**config.mk**
```make
export PLATFORM = sky130hd
export DESIGN_NAME = fdd_drive
export DESIGN_NICKNAME = d
export VERILOG_FILES = /design/src/rtl/fdd_drive.sv
export SDC_FILE = /design/constraint.sdc
export NUM_CORES = 1
export LEC_CHECK = 0
export ABC_AREA = 1
export CAP_MARGIN = 20
export CORE_MARGIN = 2
export CORE_UTILIZATION = 47
export DETAILED_ROUTE_END_ITERATION = 12
export PLACE_DENSITY = 0.92
export SLEW_MARGIN = 40
export SYNTH_ARGS = -nofsm -noshare
export SYNTH_HDL_FRONTEND = slang
export SYNTH_SLANG_ARGS = --single-unit
```
**constraint.sdc**
```tcl
create_clock -name clk -period 3.1 [get_ports clk]
set_input_delay 0.775 -clock clk [delete_from_list [all_inputs] [get_ports clk]]
set_output_delay 0.775 -clock clk [all_outputs]
set_load 0.01 [all_outputs]
```
**src/rtl/fdd_drive.sv**
```systemverilog
// fdd_drive -- behavioural model of one floppy disk drive on the FDD bus.
//
// The drive tracks head position, spins a motor through OFF/SPINUP/READY,
// generates the index pulse once per revolution and presents the active-low
// status lines when it is selected.
//
// Ports
//   clk, reset        single clock, synchronous active-high reset
//   ce_1k             one-clk 1 kHz enable that times spin-up and rotation
//   USEL              unit select; the drive answers when USEL == DRIVE_ID
//   MOTORn            motor on (active low)
//   STEPn, SDIRn      step strobe (falling edge) and direction (0 = in)
//   SIDEn             head select (0 = side 1)
//   READYn, INDEXn, TRACK0n, WPROTn, READ_DATAn   active-low status lines
//   img_mounted       mount/eject strobe; img_size/img_readonly sampled on it
//   raw_pulse         flux pulse from the track serializer
//   cur_track, cur_side, spinning   head position, side and motor state
module fdd_drive #(
  parameter int DRIVE_ID  = 0,
  parameter int MAX_TRACK = 79,
  parameter int SPINUP_MS = 500,
  parameter int REV_MS    = 200,
  parameter int INDEX_MS  = 4
) (
  input  logic        clk,
  input  logic        reset,
  input  logic        ce_1k,
  input  logic        USEL,
  input  logic        MOTORn,
  input  logic        STEPn,
  input  logic        SDIRn,
  input  logic        SIDEn,
  output logic        READYn,
  output logic        INDEXn,
  output logic        TRACK0n,
  output logic        WPROTn,
  output logic        READ_DATAn,
  input  logic        img_mounted,
  input  logic [63:0] img_size,
  input  logic        img_readonly,
  input  logic        raw_pulse,
  output logic [6:0]  cur_track,
  output logic        cur_side,
  output logic        spinning
);

  localparam int SW = $clog2(SPINUP_MS + 1);
  localparam int RW = $clog2(REV_MS + 1);

  localparam logic            SEL_VAL    = 1'(DRIVE_ID);
  localparam logic [SW-1:0]   SPIN_LAST  = SW'(SPINUP_MS - 1);
  localparam logic [RW-1:0]   REV_LAST   = RW'(REV_MS - 1);
  localparam logic [RW-1:0]   INDEX_END  = RW'(INDEX_MS);
  localparam logic [6:0]      TRACK_LAST = 7'(MAX_TRACK);

  typedef enum logic [1:0] {
    ST_OFF    = 2'd0,
    ST_SPINUP = 2'd1,
    ST_READY  = 2'd2
  } state_t;

  state_t          state_q, state_d;
  logic [SW-1:0]   spin_q, spin_d;
  logic [RW-1:0]   rev_q, rev_d;
  logic [6:0]      track_q, track_d;
  logic            side_q;
  logic            sel_q;
  logic            present_q;
  logic            wprot_q;
  logic            stepn_q;
  logic            rd_q;

  logic            sel;
  logic            step_edge;
  logic [RW-1:0]   rev_next;

  assign sel = (USEL == SEL_VAL);
  // Falling edge of STEPn against the previous sample; a held-low strobe
  // therefore yields a single step.
  assign step_edge = sel & stepn_q & ~STEPn;
  assign rev_next  = (rev_q == REV_LAST) ? '0 : rev_q + 1'b1;

  always_comb begin
    state_d = state_q;
    spin_d  = spin_q;
    rev_d   = rev_q;
    if (MOTORn) begin
      // Motor off wins over a coincident ce_1k and clears both counters.
      state_d = ST_OFF;
      spin_d  = '0;
      rev_d   = '0;
    end else begin
      case (state_q)
        ST_OFF: begin
          state_d = ST_SPINUP;
          spin_d  = '0;
          rev_d   = '0;
        end
        ST_SPINUP: begin
          if (ce_1k) begin
            rev_d = rev_next;
            if (spin_q == SPIN_LAST) state_d = ST_READY;
            else                     spin_d  = spin_q + 1'b1;
          end
        end
        ST_READY: begin
          if (ce_1k) rev_d = rev_next;
        end
        default: begin
          state_d = ST_OFF;
          spin_d  = '0;
          rev_d   = '0;
        end
      endcase
    end
  end

  always_comb begin
    track_d = track_q;
    if (step_edge) begin
      if (!SDIRn) begin
        if (track_q != TRACK_LAST) track_d = track_q + 7'd1;
      end else begin
        if (track_q != 7'd0) track_d = track_q - 7'd1;
      end
    end
  end

  always_ff @(posedge clk) begin
    if (reset) begin
      state_q   <= ST_OFF;
      spin_q    <= '0;
      rev_q     <= '0;
      track_q   <= 7'd0;
      side_q    <= 1'b0;
      sel_q     <= 1'b0;
      present_q <= 1'b0;
      wprot_q   <= 1'b0;
      stepn_q   <= 1'b1;
      rd_q      <= 1'b1;
    end else begin
      state_q <= state_d;
      spin_q  <= spin_d;
      rev_q   <= rev_d;
      track_q <= track_d;
      side_q  <= ~SIDEn;
      sel_q   <= sel;
      stepn_q <= STEPn;
      if (img_mounted) begin
        present_q <= (img_size != 64'd0);
        wprot_q   <= img_readonly;
      end
      rd_q <= ~(raw_pulse & sel & (state_q == ST_READY) & present_q);
    end
  end

  // Status lines decode registered state, so a change of select or an eject
  // shows on the pins one clk after it is seen.
  assign READYn     = ~(sel_q & (state_q == ST_READY) & present_q);
  assign INDEXn     = ~(sel_q & present_q & (state_q != ST_OFF) & (rev_q < INDEX_END));
  assign TRACK0n    = ~(sel_q & (track_q == 7'd0));
  assign WPROTn     = ~(sel_q & present_q & wprot_q);
  assign READ_DATAn = rd_q;
  assign cur_track  = track_q;
  assign cur_side   = side_q;
  assign spinning   = (state_q != ST_OFF);

endmodule

```
==> results.ini <==
[sta]
timing.final.crit_share=0.819
setup_viol=0
hold_viol=0
fin_skew_ps=9.99
setup-tns-final_ps=0
slew_violations=0
period_needed_ps=2540
rsz0062_at_grt=false
worstMarginPinSlew_ps=470
fin_ws_ps=560
relSlewSlack=0.686
fmax_mhz=394

[floorplanning]
die_h_um=71.8
die-area_mm2=0.00516
core_mm2=0.00438
die_w_um=71.8
rows=24
io_pins=89
initial_core_util=0.493

[clocking]
cts_buffers=5
cts_tree=done
cts.sinks=32
holdBufCountCts=0
cts.path.max_buffers=2
cts_resized=0
path_clk_slew_ps=70
clk_latency_ps=290
htreeDepth=2
cts_setup_buffers=0
cts_root_buffer=clkbuf_8

[grt]
grt_pass1_vias=2314
grt_pass1_wl_um=9350
antenna_found_initial=0
grt.total_usage=0.227
grt-ovfl-total=0
grt_start_max_net_pins=13

[routing]
vias_per_cell=4.91
detail_route.first_pass.iterations=4
vias=2485
ant_nets=0
drc=0
dr.first_iter.drc_count=72
post_drt_wl_per_cell_um=11.0
wl_um=5540

[power]
p_per_area_mw_per_mm2=329
p_leak_nw=1.41
ir_drop_mv=0.194

[worst_setup_path]
worst_ep_arrival_time_ps=1760
cp-start-kind=register
cp.required_ps=2320
crit_path_start=state_q[0]$_SDFFE_PP0P_
r2r-start=cur_track[0]$_SDFFE_PP0P_
crit_path_end_kind=primary output
critPathMaxFanout=3
critical_path_class=register to primary output

[placement]
place_congestion=0.900
pre_cts_ws_ps=428
io_buffers=88
place_hpwl_um=4590

[cells_and_area]
diodes=0
drive_above_1_share=0.0419
fin_nets=539
areaGrowthSynthToFinish_pct=48.0
final_util=0.730

[logic_synthesis]
synth_cell_type_count=28
yosys.area.top_type=dfxtp_1
yosysTopAreaCellShare=0.296
synthTopCellsByArea=dfxtp_1 30%, nand2_1 18%, nor2_1 15%
synthCells=358
yosys_warnings=0
ys_seq_area_frac=0.296
synth_nets=444
ys_seq_elements=32
avgSynthCellArea_um2=6.04
synth_area_mm2=0.00216

[flow_run]
cap_viol_max_count=0

[min_path]
min_from=spin_q[7]$_SDFFE_PP0P_
hp-class=register to register

[outcome]
outcome=complete, no violations

## stage by stage
stage | power [W] | area [um^2] | hold slack [ps] | instances
after global placement | 0.000720 | 3110 | 455 | 498
after CTS | 0.00106 | 3200 | 465 | 506
after detailed placement | 0.000728 | 3110 | 455 | 498
final | 0.00105 | 3200 | 469 | 506
after floorplan | 0.000579 | 2160 | 439 | 358
after global routing | 0.00111 | 3200 | 512 | 506
## cell usage in the layout, fill, tap and decap left out, drive strengths merged
cell	instances
nand2	108
clkdlybuf4s50	88
nor2	86
inv	50
dfxtp	32
nand3	29
a21oi	13
ha	10
clkbuf	8
nor3	5
o21ai	5
nand4	4
xor2	4
or2	2
xnor2	2
nor3b	2
or3	1
nand3b	1
o21bai	1
o22ai	1
fa	1
buf	1
## worst max-delay path: stages (launching register included)
cell	delay, ps
dfxtp_1	360
inv_1	70
ha_1	230
nor3_1	220
nand4_1	110
clkdlybuf4s50_1	490
## cell usage after synthesis
| cell type | n |
|---|---|
| a21oi_4 | 1 |
| ha_1 | 10 |
| a21oi_1 | 12 |
| inv_1 | 48 |
| buf_2 | 1 |
| or2_2 | 2 |
| o21ai_1 | 1 |
| o21bai_1 | 1 |
| nand3b_1 | 1 |
| nand2_4 | 2 |
| nor3_1 | 4 |
| inv_2 | 2 |
| nor3b_2 | 1 |
| o22ai_1 | 1 |
| dfxtp_1 | 32 |
| o21ai_0 | 4 |
| fa_1 | 1 |
| nor3b_1 | 1 |
| xnor2_1 | 2 |
| nand3_1 | 28 |
| xor2_1 | 4 |
| or3_1 | 1 |
| nand4_1 | 4 |
| nor2_1 | 84 |
| nand3_4 | 1 |
| nor3_2 | 1 |
| nand2_1 | 106 |
| nor2_4 | 2 |
## final timing paths
| check | to | slack, ps | cells after the start |
|---|---|---|---|
| hold reg to reg | spin_q[7]$_SDFFE_PP0P_ | 470 | 2 |
| setup reg to reg | cur_track[4]$_SDFFE_PP0P_ | 1550 | 10 |
| hold / removal | spin_q[7]$_SDFFE_PP0P_ | 470 | 2 |
| setup / recovery | INDEXn | 560 | 5 |
## power by group
group | switching, W | total [W] | internal, W
Combinational | 0.000123 | 0.000279 | 0.000156
Clock | 0.000152 | 0.000333 | 0.000181
Sequential | 0.0000146 | 0.000440 | 0.000425
Total | 0.000290 | 0.00105 | 0.000763
## per-layer routing
layer,routed length (um),vias to the layer above,track usage
met5,0,-,0
met4,123,0,0.0964
met3,318,9,0.0394
met2,2800,83,0.424
met1,2300,1095,0.252
li1,-,1298,-
## state kept, by name, indices dropped and copies added (netlist names)
signal,flops
spin_q,9
rev_q,8
cur_track,7
state_q,2
READ_DATAn,1
cur_side,1
present_q,1
sel_q,1
stepn_q,1
wprot_q,1
## logic make-up after synthesis
group / after synthesis / share of synthesized area
xor gates and xnor gates: 6 / 0.0243
DFF: 32 / 0.296
adders and majority gates: 11 / 0.0671
AOI/OAI and AO/OA: 20 / 0.0532
buffers and inverters: 51 / 0.0891
and+or+nand+nor: 238 / 0.470
## area by class of cell
type | instances | area [um^2]
repair buffers | 89 | 888
clock buffers | 8 | 90.1
inverters | 50 | 188
flip-flops and latches | 32 | 641
well taps | 52 | 65.1
fillers | 361 | 1180
multi-input cells | 275 | 1330
Power figures use the tool's default switching activity.
